## src/rtl/fetch_unit.sv

```systemverilog
// Instruction fetch stage: requests one word at a time from instruction
// memory, holds it for decode, and steers the external program counter.
// At most one memory request is ever outstanding; redirects squash the
// in-flight fetch, and a response still in flight is drained before the
// next request goes out.
module fetch_unit #(
    parameter logic [31:0] NOP_INSTR = 32'h0000_0013
) (
    input  logic        clk,
    input  logic        rst,
    // program counter interface
    input  logic [15:0] pc,
    output logic        pc_ctrl,
    output logic [15:0] pc_next,
    // redirect from a later stage
    input  logic        redirect,
    input  logic [15:0] redirect_pc,
    // instruction memory
    output logic        imem_req,
    output logic [15:0] imem_addr,
    input  logic        imem_gnt,
    input  logic        imem_rvalid,
    input  logic [31:0] imem_rdata,
    // decode handshake
    output logic        id_valid,
    output logic [31:0] id_instr,
    output logic [15:0] id_pc,
    input  logic        id_ready
);

    typedef enum logic [1:0] {
        REQ   = 2'd0,  // issuing a request at pc
        WAIT  = 2'd1,  // granted, waiting for the response
        HOLD  = 2'd2,  // word buffered, offering it to decode
        DRAIN = 2'd3   // squashed request, swallowing its response
    } state_e;

    state_e      state_q, state_d;
    logic [15:0] req_pc_q, req_pc_d;
    logic [31:0] buf_instr_q, buf_instr_d;
    logic [15:0] buf_pc_q, buf_pc_d;

    // State register and fetch buffers with synchronous reset.
    // NOTE: sequential state uses non-blocking assignments so every flop
    // samples the pre-edge values regardless of statement order.
    always_ff @(posedge clk) begin
        if (rst) begin
            state_q     <= REQ;
            req_pc_q    <= 16'h0000;
            buf_instr_q <= NOP_INSTR;
            buf_pc_q    <= 16'h0000;
        end else begin
            state_q     <= state_d;
            req_pc_q    <= req_pc_d;
            buf_instr_q <= buf_instr_d;
            buf_pc_q    <= buf_pc_d;
        end
    end

    // Handshake outputs; reset forces the idle values regardless of state.
    always_comb begin
        imem_addr = pc;
        imem_req  = (state_q == REQ) && !redirect && !rst;
        id_valid  = (state_q == HOLD) && !redirect && !rst;
        id_instr  = ((state_q == HOLD) && !rst) ? buf_instr_q : NOP_INSTR;
        id_pc     = rst ? 16'h0000 : buf_pc_q;
    end

    // Program counter steering: redirect wins, an accepted request advances
    // the PC by 4, anything else reloads the current PC so it holds.
    always_comb begin
        pc_ctrl = 1'b1;
        pc_next = pc;
        if (rst) begin
            pc_next = 16'h0000;
        end else if (redirect) begin
            pc_next = redirect_pc;
        end else if (imem_req && imem_gnt) begin
            pc_ctrl = 1'b0;
        end
    end

    // Next-state logic. A response arriving in REQ or HOLD cannot belong
    // to a live request and is ignored; grants only matter in REQ.
    // NOTE: every variable gets a default first so no path leaves it
    // unassigned, which would otherwise infer a latch.
    always_comb begin
        state_d     = state_q;
        req_pc_d    = req_pc_q;
        buf_instr_d = buf_instr_q;
        buf_pc_d    = buf_pc_q;
        unique case (state_q)
            REQ: begin
                if (imem_gnt && !redirect) begin
                    req_pc_d = pc;
                    state_d  = WAIT;
                end
            end
            WAIT: begin
                if (imem_rvalid && !redirect) begin
                    buf_instr_d = imem_rdata;
                    buf_pc_d    = req_pc_q;
                    state_d     = HOLD;
                end else if (imem_rvalid) begin
                    state_d = REQ;
                end else if (redirect) begin
                    state_d = DRAIN;
                end
            end
            HOLD: begin
                if (redirect || (id_valid && id_ready)) begin
                    state_d = REQ;
                end
            end
            DRAIN: begin
                if (imem_rvalid) begin
                    state_d = REQ;
                end
            end
            default: state_d = REQ;
        endcase
    end

endmodule

```

## config.mk

```make
export PLATFORM = sky130hd
export DESIGN_NAME = fetch_unit
export DESIGN_NICKNAME = d
export VERILOG_FILES = /design/src/rtl/fetch_unit.sv
export SDC_FILE = /design/constraint.sdc
export NUM_CORES = 1
export LEC_CHECK = 0
export BUFFER_PORTS_ARGS = -buffer_cell sky130_fd_sc_hd__buf_2
export CAP_MARGIN = 40
export CORE_ASPECT_RATIO = 0.5
export CORE_UTILIZATION = 46
export DETAILED_ROUTE_END_ITERATION = 16
export GPL_ROUTABILITY_DRIVEN = 0
export PLACE_DENSITY = 0.79
export SLEW_MARGIN = 20
export SYNTH_ARGS = -nofsm -noshare
export SYNTH_HDL_FRONTEND = slang
export SYNTH_SLANG_ARGS = --single-unit
export TNS_END_PERCENT = 30
```

## constraint.sdc

```tcl
create_clock -name clk -period 1.8 [get_ports clk]
set_input_delay 0.09 -clock clk [delete_from_list [all_inputs] [get_ports clk]]
set_output_delay 0.09 -clock clk [all_outputs]
set_load 0.02 [all_outputs]
```

---- After elaboration in Yosys (flattened, before gate mapping) ----
Index checks and enable logic that the tools add are counted.
storage, ports and cells
  flip-flop bits (word level) ............. 66
  logic and storage cells ................. 41
  bits of input ports ..................... 70
  output and inout bits ................... 83
cells by class
  eq/ne operators ......................... 7
  reductions and logical operators ........ 16
  mux-type cells .......................... 14
operators with widths
  kind                                                    count
  two-way mux 16 bit                                      3
  two-way mux 32 bit                                      1
  two-way mux 2 bit                                       6
  logical AND 1 bit                                       9
  one-hot mux 2 bit (4 select lines)                      1
  == test 2 bit (second input constant)                   2
  inequality test 2 x 1 -> 1 bit (second input constant)  2
  inequality test 4 bit (second input constant)           1
  AND reduction 2 bit                                     2
  AND reduction 4 bit                                     1
  two-way mux 1 bit                                       3
  == test 2 x 1 -> 1 bit (second input constant)          1
  zero test 1 bit                                         2
  zero test 2 bit                                         1
  inequality test 2 bit (second input constant)           1
  logical OR 1 bit                                        1

---- Depth between registers and ports, before layout ----
Gate-level depths: netlist of the first run.
  word-level depth ........................ 7
  gate-level depth with buffers ........... 6
  depth with buffers taken out ............ 3

---- Worst setup path before layout of the first run ----
No wires, ideal clock.
  kind .................................... register to output
  start ................................... register state_q[0]
  end ..................................... output pc_ctrl
  setup slack ............................. 0.193 ns
  data required time ...................... 1.710 ns
  cell stages (with the launch flop) ...... 4
  buffers on the path ..................... 1
  arrival ................................. 1.517 ns
  cell sequence ........................... dfxtp_1 buf_6 nor4_1 nand2_1
on the way
  longest elaborated chain between the ends .. 7
RTL lines
  element                         line  source
  start: declaration              38    state_e state_q, state_d;
  start signal: assignment        53    state_q <= state_d;
  zero test 2 bit                 63    imem_req = (state_q == REQ) && !redirect && !rst;
  logical AND 1 bit (2 in a row)  63
  named net imem_req              19    output logic imem_req,
  logical AND 1 bit               78    end else if (imem_req && imem_gnt) begin
  two-way mux 1 bit               78
  two-way mux 1 bit               76    end else if (redirect) begin
  two-way mux 1 bit               74    if (rst) begin
  end: declaration                13    output logic pc_ctrl,
The timed path passes the listed nets, and every way through them passes these cells.

---- Final worst setup path of the first run ----
  start ................................... register state_q[1]
  end ..................................... output id_instr[4]
on the way
  longest elaborated chain between the ends .. 3
RTL lines
  element             line  source
  == test 2 bit       65    id_instr = ((state_q == HOLD) && !rst) ? buf_instr_q : NOP_INSTR;
  logical AND 1 bit   65
  two-way mux 32 bit  65
  end: declaration    26    output logic [31:0] id_instr,
No other way between the ends.

==> run summary, run 1 <==
The category of the most critical setup path is reg -> out. After synthesis the netlist holds a flip-flop and latch count of 66. In the final routed layout, each cell accounts on average for 12.20 um. The max capacitance violation total is 0.

The proportion of layout cells with a drive suffix above 1 is 34.26%. In the global route stage, met1 resource usage came out at 24.86%. For the post-synthesis instance total, the log shows 398. The count of nets left with antenna violations once routing finished came out at 0.

Relative to the synthesized area, the layout overhead comes to 39.65%. The signal on the critical path passes through nor3b_4, buf_6, or2b_1, buf_2. The synthesized netlist contains 24 unique library cells. The power density relative to cell area is 949.2 nW/um^2, and the critical path data required time is 1.71 ns. The logs give 0 for the final number of max-transition violations and 11670 um for the wire length of the first global-routing pass.

Yosys printed 0 warnings. Pin placement for this block handled 153 I/O pins. STA classifies the critical path endpoint as an output port.

Wires add up to 7664 um. The first detailed-routing pass ran for 4 iterations. Combined buffer and inverter count along the critical path: 2. The startpoint identified for the worst hold timing path is imem_rdata[1].

The number of cells on the worst reg-to-reg path is 3. The run gives 43.62% as the share of the yosys chip area belonging to registers. The die is 116.8 um wide.

The tools report the number of hold violations in the final report as 0. The tightest min-delay check is of the in -> reg type. The tools report the endpoint of the worst hold path as buf_instr_q[1]$_SDFFE_PP1P_.

In this run the static leakage power is 1.929 nW. From bottom edge to top edge, the die measures 59.38 um. The largest single stage delay on the critical path is 0.40 ns. Setup repair after global routing left no endpoint under its margin. The slew at the pin closest to its max-slew limit is 0.5916 ns, and the final-stage net count is 605. The clock input transition at the sequential cells of the worst setup and hold paths is 0.05 ns. Among cell families on the critical path, the largest total delay comes from simple AND/OR/NAND/NOR gates. After floorplanning, the core was divided into 20 placement rows. After layout, the design draws a total of 4.015 mW. The logs give 0.004242 ns for the worst-case clock skew and 0 ns for the post-route setup TNS. The core region is 6206 um^2.

The logs give 0 for the number of antenna violations at the first check in global routing and 3023 for the total via count in the routed design. For this run, the top clock speed supported by timing is 597.2 MHz. The tools report the maximum VDD drop as 0.5626 mV. The tools report the net count after synthesis as 468. The clock reaches the later pin of the worst-skew pair after 0.33 ns.

The logs give 66 for the total number of clock tree sinks and 3 for the deepest level of the CTS H-tree. The number of antenna diodes in the final layout is 0. Setup violations remaining at the end of the flow were counted as 0. In this run the clock root is driven by a sky130_fd_sc_hd__clkbuf_16.

STA classifies the critical path startpoint as a register. The cell depth of the worst min-delay path is 3, and the number of global-route vias before repair is 2626. Met2 capacity usage during global routing: 39.56%.

Along the worst path, the maximum fanout reaches 14. Measured against its own limit, the worst slew margin works out to 60.56%. In this run, the number of DRC markers left after iteration 0 of detailed routing was 129.

In this run the critical register-to-register path is launched from state_q[0]$_SDFFE_PP0P_. Global routing consumed, over all layers together, 22.07% of the routing resources. Global routing consumed, on the met3 layer, 7.975% of the routing resources.

For this configuration, the core starts out at a cell density of 48.81%. The endpoint identified for the worst register-to-register timing path is req_pc_q[11]$_SDFFE_PP0P_. The cell area that synthesis handed to floorplanning was 3029 um^2.

For this run, design rule violations remaining after detail routing come to 0. The period utilization was 93.03%. For the arrival time of the worst setup path, the log shows 1.58 ns. The flow ran to the end, and the final reports show no timing, DRC or antenna violations.

After detailed routing, the number of vias per cell comes to 4.814. The layer with the highest usage after global routing was met2. TritonCTS built the clock tree. The estimated wirelength of the detail-placed design was 4906 um. In this run, CTS created clock tree buffers numbering 9. Entering global routing, the biggest net connects 80 pins.

The tools report the flop-to-flop setup slack as 0.20 ns. Counting along the longest clock path gives a buffer depth of 2. Mean cell area of the mapped netlist: 7.611 um^2. The leftover overflow at the end of global routing was 0. The routed design could run at a clock period as short as 1.674 ns. The run gives 6933 um^2 as the floorplan die area. The critical-path cell with the highest stage delay is sky130_fd_sc_hd__dfxtp_2.

During placement, the flow inserted port buffers numbering 152.
## cells by family (layout without fill, tap and decap cells)
kind of cell,Yosys count,count (layout),share of synthesized area [%]
AND/OR/NAND/NOR,205,205,31.64
flip-flops,66,66,43.62
AO/OA/AOI/OAI,64,64,10.70
multiplexers,16,16,5.287
buffers and inverters,47,189,8.756
## final cells by class
cell class | count | area, um^2
multi-input combinational | 285 | 1459
clock inverter | 7 | 141.4
inverter | 1 | 3.754
clock buffer | 9 | 225.2
sequential | 66 | 1324
fill | 560 | 1976
timing repair buffer | 172 | 967.2
tap | 88 | 110.1
## through the flow
| stage | std cells | area, um^2 | util [%] | hold WS [ns] | setup slack (ns) |
|---|---|---|---|---|---|
| 2_1_floorplan | 398 | 3029 | - | 0.2172 | 0.1934 |
| 3_3_place_gp | 601 | 3744 | 60.32 | 0.3080 | 0.2198 |
| 3_5_place_dp | 601 | 3744 | 60.32 | 0.3213 | 0.2082 |
| 4_1_cts | 626 | 4210 | 67.84 | 0.00007888 | 0.01319 |
| 5_1_grt | 628 | 4230 | 68.17 | 0.006435 | 0.02222 |
| 6_report | 628 | 4230 | 68.17 | 0.002330 | 0.1255 |
## cell usage after synthesis
master / instances / area, um^2
sky130_fd_sc_hd__nor2_1: 20 / 75.07
sky130_fd_sc_hd__buf_4: 17 / 127.6
sky130_fd_sc_hd__inv_1: 1 / 3.750
sky130_fd_sc_hd__buf_1: 1 / 3.750
sky130_fd_sc_hd__or2b_1: 3 / 22.52
sky130_fd_sc_hd__nor2b_1: 17 / 106.4
sky130_fd_sc_hd__nor4_1: 1 / 6.260
sky130_fd_sc_hd__nor3_1: 6 / 30.03
sky130_fd_sc_hd__mux2i_1: 16 / 160.2
sky130_fd_sc_hd__buf_2: 8 / 40.04
sky130_fd_sc_hd__nand2_1: 123 / 461.7
sky130_fd_sc_hd__a21oi_1: 62 / 310.3
sky130_fd_sc_hd__o211ai_1: 1 / 7.510
sky130_fd_sc_hd__nor3b_1: 1 / 7.510
sky130_fd_sc_hd__nand4bb_1: 1 / 11.26
sky130_fd_sc_hd__clkbuf_1: 18 / 67.56
sky130_fd_sc_hd__or4b_2: 1 / 10.01
sky130_fd_sc_hd__dfxtp_1: 66 / 1321
sky130_fd_sc_hd__or4b_1: 1 / 10.01
sky130_fd_sc_hd__a31oi_1: 1 / 6.260
sky130_fd_sc_hd__nor4b_4: 1 / 23.77
sky130_fd_sc_hd__and2_1: 29 / 181.4
sky130_fd_sc_hd__and4bb_2: 1 / 12.51
sky130_fd_sc_hd__buf_6: 2 / 22.52
## flip-flops by register name (all words and copies together), names as in the netlist
name,count
buf_instr_q,32
buf_pc_q,16
req_pc_q,16
state_q,2
## how the worst max path moves through the flow
| stage | slack [ns] | to | cells past startpoint | from |
|---|---|---|---|---|
| 3_3_place_gp | 0.22 | req_pc_q[7]$_SDFFE_PP0P_ | 3 | state_q[0]$_SDFFE_PP0P_ |
| 4_1_cts | 0.01 | id_instr[4] | 4 | state_q[1]$_SDFFE_PP0P_ |
| 5_1_grt | 0.02 | id_instr[4] | 4 | state_q[1]$_SDFFE_PP0P_ |
| 3_5_place_dp | 0.21 | req_pc_q[11]$_SDFFE_PP0P_ | 3 | state_q[0]$_SDFFE_PP0P_ |
| 6_report | 0.13 | id_instr[4] | 4 | state_q[1]$_SDFFE_PP0P_ |
| 2_1_floorplan | 0.19 | pc_ctrl | 3 | state_q[0]$_SDFFE_PP0P_ |
## metal layers
layer	vias up	wire length [um]
li1	1533	-
met1	1373	3349
met2	100	3795
met3	17	368
met4	0	151
met5	-	0
## report_power, final
group / leakage (nW) / internal (mW) / switching, mW
sequential: 0.535 / 1.49 / 0.0190
combinational: 1.22 / 0.161 / 0.223
clock: 0.176 / 1.49 / 0.628
total: 1.93 / 3.15 / 0.870
## what timing repair did
item	4_1_cts	5_1_grt
hold endpoints to repair	9	1
setup endpoints to repair	3	3
buffers inserted	0	0
pin swaps	0	1
hold buffers	9	1
gates resized for setup	2	3
gates cloned	0	1
## cells in the final DEF (no fill, tap or decap), types with 2 or more instances in the layout
master	n
sky130_fd_sc_hd__buf_12	2
sky130_fd_sc_hd__nor2_1	20
sky130_fd_sc_hd__buf_4	7
sky130_fd_sc_hd__bufinv_16	4
sky130_fd_sc_hd__or2b_1	3
sky130_fd_sc_hd__mux2i_1	16
sky130_fd_sc_hd__and2_1	29
sky130_fd_sc_hd__a21oi_1	62
sky130_fd_sc_hd__buf_2	151
sky130_fd_sc_hd__dfxtp_1	64
sky130_fd_sc_hd__dfxtp_2	2
sky130_fd_sc_hd__nor3_1	6
sky130_fd_sc_hd__dlygate4sd3_1	10
sky130_fd_sc_hd__nor2b_1	17
sky130_fd_sc_hd__clkbuf_16	9
sky130_fd_sc_hd__nand2_1	123
## worst min-delay path, delay by kind of cell
| kind | cells | cell delay, ns |
|---|---|---|
| and+or+nand+nor | 2 | 0.12 |
| buffers and inverters | 1 | 0.08 |
Note: power is estimated with default switching activity, not from simulation.
==> inputs of run 2 (changes only) <==
--- a/config.mk
+++ b/config.mk
@@ -6,12 +6,12 @@
 export NUM_CORES = 1
 export LEC_CHECK = 0
 export BUFFER_PORTS_ARGS = -buffer_cell sky130_fd_sc_hd__buf_2
-export CAP_MARGIN = 40
 export CORE_ASPECT_RATIO = 0.5
 export CORE_UTILIZATION = 46
 export DETAILED_ROUTE_END_ITERATION = 16
 export GPL_ROUTABILITY_DRIVEN = 0
 export PLACE_DENSITY = 0.79
+export SKIP_LAST_GASP = 1
 export SLEW_MARGIN = 20
 export SYNTH_ARGS = -nofsm -noshare
 export SYNTH_HDL_FRONTEND = slang
==> constraint.sdc (replaced) <==
create_clock -name clk -period 1.6 [get_ports clk]
set_input_delay 0.08 -clock clk [delete_from_list [all_inputs] [get_ports clk]]
set_output_delay 0.08 -clock clk [all_outputs]
set_load 0.02 [all_outputs]
==> run 2 against run 1 <==
  * The flow now finishes with violations (negative setup slack)
  * Routed wire length is 15% higher
  * Utilization rose by 6.8 points
  * First-iteration DRC count is 27% higher
  * Largest cell class unchanged
  * Largest power group unchanged
  * Highest routed layer unchanged
==> run summary, run 2 (synthesis results as in run 1) <==
The flow ran to the end, but the final reports show violations. The checks that failed: negative setup slack. The period utilization is 101.4%, and the placement-stage cell area is 3784 um^2. Registers are responsible for 37.1% of the overall power. The clock network fraction of total power is 51.9%. For this run, the total global-route usage over all layers was measured as 24.81%. The tool flagged a number of max-cap violations equal to 0. After detailed routing, the met3 layer carries 483 um of wire. Clock input transition at the sequential cells of the worst setup and hold paths: 0.06 ns. The endpoint kind of the worst setup timing path is an output port. 0 antenna diodes ended up in the layout. In this run the tightest slew margin relative to its limit is 72.68%. Number of violations reported at the end of detailed-routing iteration 0: 164. Broken down by cell family, the worst path's largest delay share belongs to buffers and inverters. Sort of element at the start of the critical path: a register. The run gives 0.006548 ns as the worst-case clock skew.

The floorplan step defined a die boundary enclosing 6933 um^2. The estimated wirelength of the detail-placed design was 4780 um; the number of flip-flops under the largest register name was 32. The tools report the root cell of the clock tree as sky130_fd_sc_hd__clkbuf_16.

Traced cell by cell, the critical path runs through nor3b_4, buf_6, buf_12, or2b_1, buf_2. For this block, the routed nets add up to 8785 um of wire. Final hold analysis gives a worst-case slack of 0.01196 ns.

TritonCTS created 9 clock buffers. In this run the tool buffered the top-level ports with 152 buffer cells. The slack of the critical path came out at -0.02255 ns. The library cell used most frequently in the layout, excluding fill and tap cells, is sky130_fd_sc_hd__buf_2. The final critical path time including I/O delays and setup was 1.623 ns; the switching power share of the total was 21.60%. At the worst endpoint, the arrival time is 1.54 ns. The total via count in the routed design is 3179. The logs give 2.079 nW for the leakage power and 74.92% for the fraction of the core area covered by cells at the end of the flow. The highest fanout seen on the critical path was 7. Derived from the worst setup path, the maximum achievable clock frequency is 616.3 MHz.

The initial utilization of the core area, before any placement, comes to 48.81%. The floorplan die height works out to 59.38 um. For this design the top-level I/O count stands at 153.

The net count of the finished layout is 631. The net switching power was 987.9 uW; the post-route antenna net violation count was 0. The logs give 0 for the number of hold violations in the final report and 2 for the total setup violations reported at the end of the flow. Dividing the detail-routed wire length by the instance count gives 13.43 um. The final standard cell area without fillers is 4649 um^2, and the combined buffer and inverter count along the critical path is 3. For the pin with the worst max-slew slack, the measured transition is 0.4060 ns. TritonCTS built the clock tree. Deepest level of the CTS H-tree: 3.

The critical path data required time came out at 1.52 ns. The maximum root-to-sink buffer count is 2, and the number of antenna violations at the first check in global routing is 0. The first-pass iteration count of the detailed router was 5; the per-cell via count in the routed design was 4.861. Met1 wire length: 3631 um. Setup repair after global routing could not meet its margin everywhere. Measured along the x axis, the die boundary spans 116.8 um. The run gives 2822 as the number of global-route vias before repair.

In this run, the combinational gates consume 10.9% of the power. The proportion of layout cells with a drive suffix above 1 is 35.87%. Compared with the post-synthesis result, the final layout area differs by 53.49%. The slowest stage of the critical path is the sky130_fd_sc_hd__dfxtp_4 cell.

Power density relative to cell area: 983.7 nW/um^2. The category of the most critical setup path was reg -> out. After detailed routing, the number of remaining DRC violations is 0. The final number of max-transition violations is 0. IR analysis of the VDD net gives a maximum drop of 0.5587 mV. The routed design uses 4529 um of met2 wire. In the layout the commonest cells are sky130_fd_sc_hd__buf_2 (135), sky130_fd_sc_hd__nand2_1 (123), sky130_fd_sc_hd__dfxtp_1 (64). The largest stage delay on the critical path works out to 0.36 ns. The min-delay analysis places its worst path in the category in -> reg. Uppermost layer routed: met4.

Summed over all failing endpoints, the final setup total negative slack is -0.02793 ns. The logs give 6206 um^2 for the core area and 72 for the pin count of the biggest net entering global routing. The largest registers in the layout are buf_instr_q (32), buf_pc_q (16), req_pc_q (16). Counting flops per register, the top entry is buf_instr_q.

Clock tree synthesis found a total of 66 sinks. The clock reaches the later pin of the worst-skew pair after 0.32 ns. Once layout is complete, the cells apart from fillers number 654. The tools report the cell internal power dissipation as 3.586 mW. Wire length of the first global-routing pass: 12850 um.

The run gives 0 as the leftover overflow at the end of global routing. The floorplan has 20 rows. After detailed placement, the design holds a cell count of 603.
-- run 2: layer usage --
metal	up-vias	global-route usage (%)
li1	1595	-
met1	1454	27.73
met2	116	45.82
met3	14	7.975
met4	0	7.414
met5	-	0
-- run 2: cell type report --
type | count | area (um^2)
Tap cell | 88 | 110.1
Multi-Input combinational cell | 285 | 1489
Fill cell | 460 | 1556
Timing Repair Buffer | 198 | 1351
Sequential cell | 66 | 1329
Inverter | 1 | 3.754
Clock buffer | 9 | 225.2
Clock inverter | 7 | 141.4
-- run 2: final timing paths --
path / slack, ns / endpoint / cells past startpoint / from
min: 0.01 / req_pc_q[10]$_SDFFE_PP0P_ / 3 / pc[10]
min reg2reg: 0.45 / buf_pc_q[14]$_SDFFE_PP0P_ / 2 / req_pc_q[14]$_SDFFE_PP0P_
max reg2reg: 0.03 / req_pc_q[1]$_SDFFE_PP0P_ / 5 / state_q[0]$_SDFFE_PP0P_
max: -0.02 / id_instr[0] / 5 / state_q[1]$_SDFFE_PP0P_
-- run 2: stage by stage --
step	setup slack, ns	power, mW
finish	-0.02255	4.574
global route	-0.07252	4.743
CTS	0.01936	4.590
detailed placement	0.1348	2.151
global placement	0.2021	2.144
floorplan	0.003365	1.994
-- run 2: timing repair --
action	in CTS	in global routing
resized for setup	22	27
endpoints found under the setup margin	33	25
gates cloned	2	0
pin swaps	1	1
buffers inserted	5	0
endpoints found under the hold margin	29	1
hold buffers	29	1
-- run 2: power groups by stage --
stage	clock network (mW)	logic, mW	registers [mW]
after floorplan	0	0.266	1.73
final	2.38	0.500	1.70
after detailed placement	0	0.416	1.74
after global routing	2.50	0.539	1.70
after CTS	2.40	0.494	1.70
after global placement	0	0.410	1.73
-- run 2: worst register-to-register path, stage by stage, from the launching register on --
cell and delay [ns]:
sky130_fd_sc_hd__dfxtp_4 0.36, sky130_fd_sc_hd__buf_12 0.14, sky130_fd_sc_hd__or4b_1 0.55, sky130_fd_sc_hd__buf_4 0.23, sky130_fd_sc_hd__nand2_1 0.09, sky130_fd_sc_hd__a21oi_1 0.08
==> inputs of run 3 (changes only) <==
--- a/config.mk
+++ b/config.mk
@@ -6,11 +6,14 @@
 export NUM_CORES = 1
 export LEC_CHECK = 0
 export BUFFER_PORTS_ARGS = -buffer_cell sky130_fd_sc_hd__buf_2
+export CELL_PAD_IN_SITES_DETAIL_PLACEMENT = 0
+export CELL_PAD_IN_SITES_GLOBAL_PLACEMENT = 2
 export CORE_ASPECT_RATIO = 0.5
-export CORE_UTILIZATION = 46
+export CORE_UTILIZATION = 24
 export DETAILED_ROUTE_END_ITERATION = 16
 export GPL_ROUTABILITY_DRIVEN = 0
-export PLACE_DENSITY = 0.79
+export PLACE_DENSITY = 0.78
+export RECOVER_POWER = 25
 export SKIP_LAST_GASP = 1
 export SLEW_MARGIN = 20
 export SYNTH_ARGS = -nofsm -noshare
==> run 3 against run 2 <==
  * Register-to-register slack hardly changed
  * First-iteration DRC count is 35% lower
  * The flow now finishes without violations
  * Critical path type unchanged
  * Clock power is 5% lower
==> run summary, run 3 (synthesis results as in run 1) <==
The flow ran to the end, and the final reports show no timing, DRC or antenna violations. The final critical path time including I/O delays and setup came out at 1.587 ns. The register with the most flip-flops in the layout has 32 of them. For the total track usage, the log shows 13.83%. The pin count of the biggest net entering global routing is 82, and the leakage power is 2.040 nW. Post-route antenna net violation count: 0. The completed layout was analyzed and its total power is 4.448 mW. The later pin in the worst-skew pair is clocked with a latency of 0.33 ns. The startpoint of the lowest-slack hold path was pc[1]. In the routed layout, each cell is associated on average with a via count of 4.150. The post-route netlist has 31.25% of its cells at a drive strength greater than 1.

At the pin with the least slew margin, the transition time is 0.7272 ns. After detailed placement, the design holds a cell count of 681. STA classifies the critical path endpoint as an output port. The clock input transition at the sequential cells of the worst setup and hold paths came out at 0.05 ns. The number of antenna violations at the first check in global routing is 0, and the cell depth of the worst min-delay path is 3.

Clock tree synthesis found a total of 66 sinks. In this run the worst hold path is classified as in -> reg. The endpoint of the worst-slack reg-to-reg timing path is state_q[1]$_SDFFE_PP0P_.

The final number of max-transition violations is 0. The leading cell type in the layout, fill and taps excluded is sky130_fd_sc_hd__nand2_1. In the layout the commonest cells are sky130_fd_sc_hd__nand2_1 (123), sky130_fd_sc_hd__buf_2 (101), sky130_fd_sc_hd__dfxtp_1 (64). The endpoint of the worst hold path was req_pc_q[1]$_SDFFE_PP0P_. The first global-routing pass estimated 14010 um of wire. The tool flagged a number of max-cap violations equal to 0. Based on the critical path, the design can be clocked at up to 630.1 MHz. The cell family contributing the most delay on the critical path is simple AND/OR/NAND/NOR gates. The period utilization is 99.19%.

No sink is reached through more buffers than the 2 on the longest clock path. The initial utilization of the core area, before any placement, comes to 25.13%. On the worst path, the slowest cell contributes a delay of 0.35 ns.

In this run the power density over the cells is 921.3 nW/um^2. The leftover overflow at the end of global routing was 0; the count of buffers from port buffering was 152. The repair_antennas step left the layout with diodes totalling 0. The tools report the number of standard-cell rows in the floorplan as 28.

The die is 160.9 um wide. Dividing the detail-routed wire length by the instance count gives 12.10 um. The category of the most critical setup path was reg -> out. The first-pass iteration count of the detailed router is 4, and the combined buffer and inverter count along the critical path is 2. The core area is 12050 um^2.

The total setup violations reported at the end of the flow is 0. Critical path data required time: 1.52 ns. Setup repair after global routing could not meet its margin everywhere. The floorplan die area is 13100 um^2, and the wire length reported by the detailed router is 8965 um. The estimated wirelength of the detail-placed design came out at 5783 um.

CTS placed an instance of sky130_fd_sc_hd__clkbuf_16 at the clock tree root. The final cell count without fillers came out at 741. The number of hold violations in the final report is 0, and the floorplan die height is 81.44 um.

Headroom to the max-slew limit came out at 51.52%. 153 I/O pins were placed. The area growth from synthesis to layout is 59.40%. The slack of the critical path was 0.01298 ns. The worst setup path is launched from a register. The register with the most flip-flops in the final layout is buf_instr_q.

The flop-to-flop setup slack is 0.04 ns. The most numerous cell type found on the critical path is sky130_fd_sc_hd__buf_6. Between clock sinks in the finished design, the worst skew comes to 0.004567 ns. The first routing iteration left 106 violations.

Number of global-route vias before repair: 2778. The startpoint identified for the worst register-to-register timing path is state_q[0]$_SDFFE_PP0P_. The largest registers in the layout are buf_instr_q (32), buf_pc_q (16), req_pc_q (16).

Counting the buffers created by CTS gives 9. OpenSTA, run right after detailed placement, puts the worst setup slack at 0.1368 ns. In the routed design, unresolved DRC markers number 0. Across the VDD grid, the largest voltage drop is 0.4202 mV. TritonCTS built the clock tree. Measured in cells, the most critical reg-to-reg path has a length of 4. On the final layout, the worst hold slack is 0.01580 ns. The signal on the critical path passes through nor3b_4, buf_6, or2b_1, buf_6. The run gives 3075 as the total via count in the routed design. The final-stage net count came out at 641.

The critical-path cell with the highest stage delay is sky130_fd_sc_hd__dfxtp_4. The tools report the arrival time of the worst setup path as 1.51 ns. CTS built an H-tree with a depth of 3.

In this run the worst path has a maximum fanout of 7.
==> run 3: cell types whose count changed in the layout (fill, tap and decap cells not counted), moves of 2 or more <==
cell                            delta
sky130_fd_sc_hd__buf_2            -34
sky130_fd_sc_hd__buf_4             +3
sky130_fd_sc_hd__buf_6             +6
sky130_fd_sc_hd__clkbuf_1         +27
sky130_fd_sc_hd__clkinvlp_4        +2
sky130_fd_sc_hd__dlygate4sd3_1     +7
==> run 3: what timing repair did <==
item	4_1_cts	5_1_grt
gates cloned	2	0
buffers inserted	6	1
setup endpoints to repair	33	31
hold endpoints to repair	36	1
gates resized for setup	33	34
pin swaps	1	1
hold buffers	36	1
==> run 3: how the worst max path moves through the flow <==
stage                                 start  slack [ns]  cells after the start           to
floorplan           state_q[0]$_SDFFE_PP0P_       0.003                      3      pc_ctrl
global route        state_q[0]$_SDFFE_PP0P_       -0.06                      4  id_instr[4]
detailed placement  state_q[1]$_SDFFE_PP0P_        0.14                      4  id_instr[4]
finish              state_q[0]$_SDFFE_PP0P_        0.01                      4  id_instr[4]
CTS                 state_q[0]$_SDFFE_PP0P_       -0.02                      5  id_instr[4]
global placement    state_q[1]$_SDFFE_PP0P_        0.20                      4  id_instr[1]
==> run 3: report_power, final <==
| part | switching, mW | internal (mW) |
|---|---|---|
| registers | 0.0173 | 1.68 |
| clock network | 0.732 | 1.52 |
| logic | 0.272 | 0.233 |
| total | 1.02 | 3.43 |
==> run 3: worst reg2reg max path: cells and delay by family (launching register included) <==
kind                   cells  cell delay (ns)
AOI/OAI and AO/OA          1             0.18
DFF                        1             0.35
buffers and inverters      2             0.29
and+or+nand+nor            1             0.66
==> run 3: area by class of cell <==
cell class | instances | area, um^2
Fill cell | 1290 | 7223
Timing Repair Buffer | 208 | 1455
Multi-Input combinational cell | 285 | 1491
Sequential cell | 66 | 1329
Tap cell | 165 | 206.4
Clock buffer | 9 | 225.2
Clock inverter | 7 | 117.6
Inverter | 1 | 3.754
==> run 3: metal layers <==
layer / vias up / share of wire [%] / global-route usage, %
met3: 5 / 2.8 / 3.636
met4: 0 / 0.70 / 5.094
met1: 1405 / 47 / 16.94
li1: 1606 / - / -
met5: - / 0 / 0
met2: 59 / 50 / 23.71
==> run 3: per-stage QoR <==
stage / TNS, ns / area, um^2 / util [%]
global placement: 0 / 3900 / 32.36
CTS: -0.2774 / 4800 / 39.83
floorplan: 0 / 3029 / -
finish: 0 / 4828 / 40.06
detailed placement: 0 / 3900 / 32.36
global route: -1.213 / 4828 / 40.06
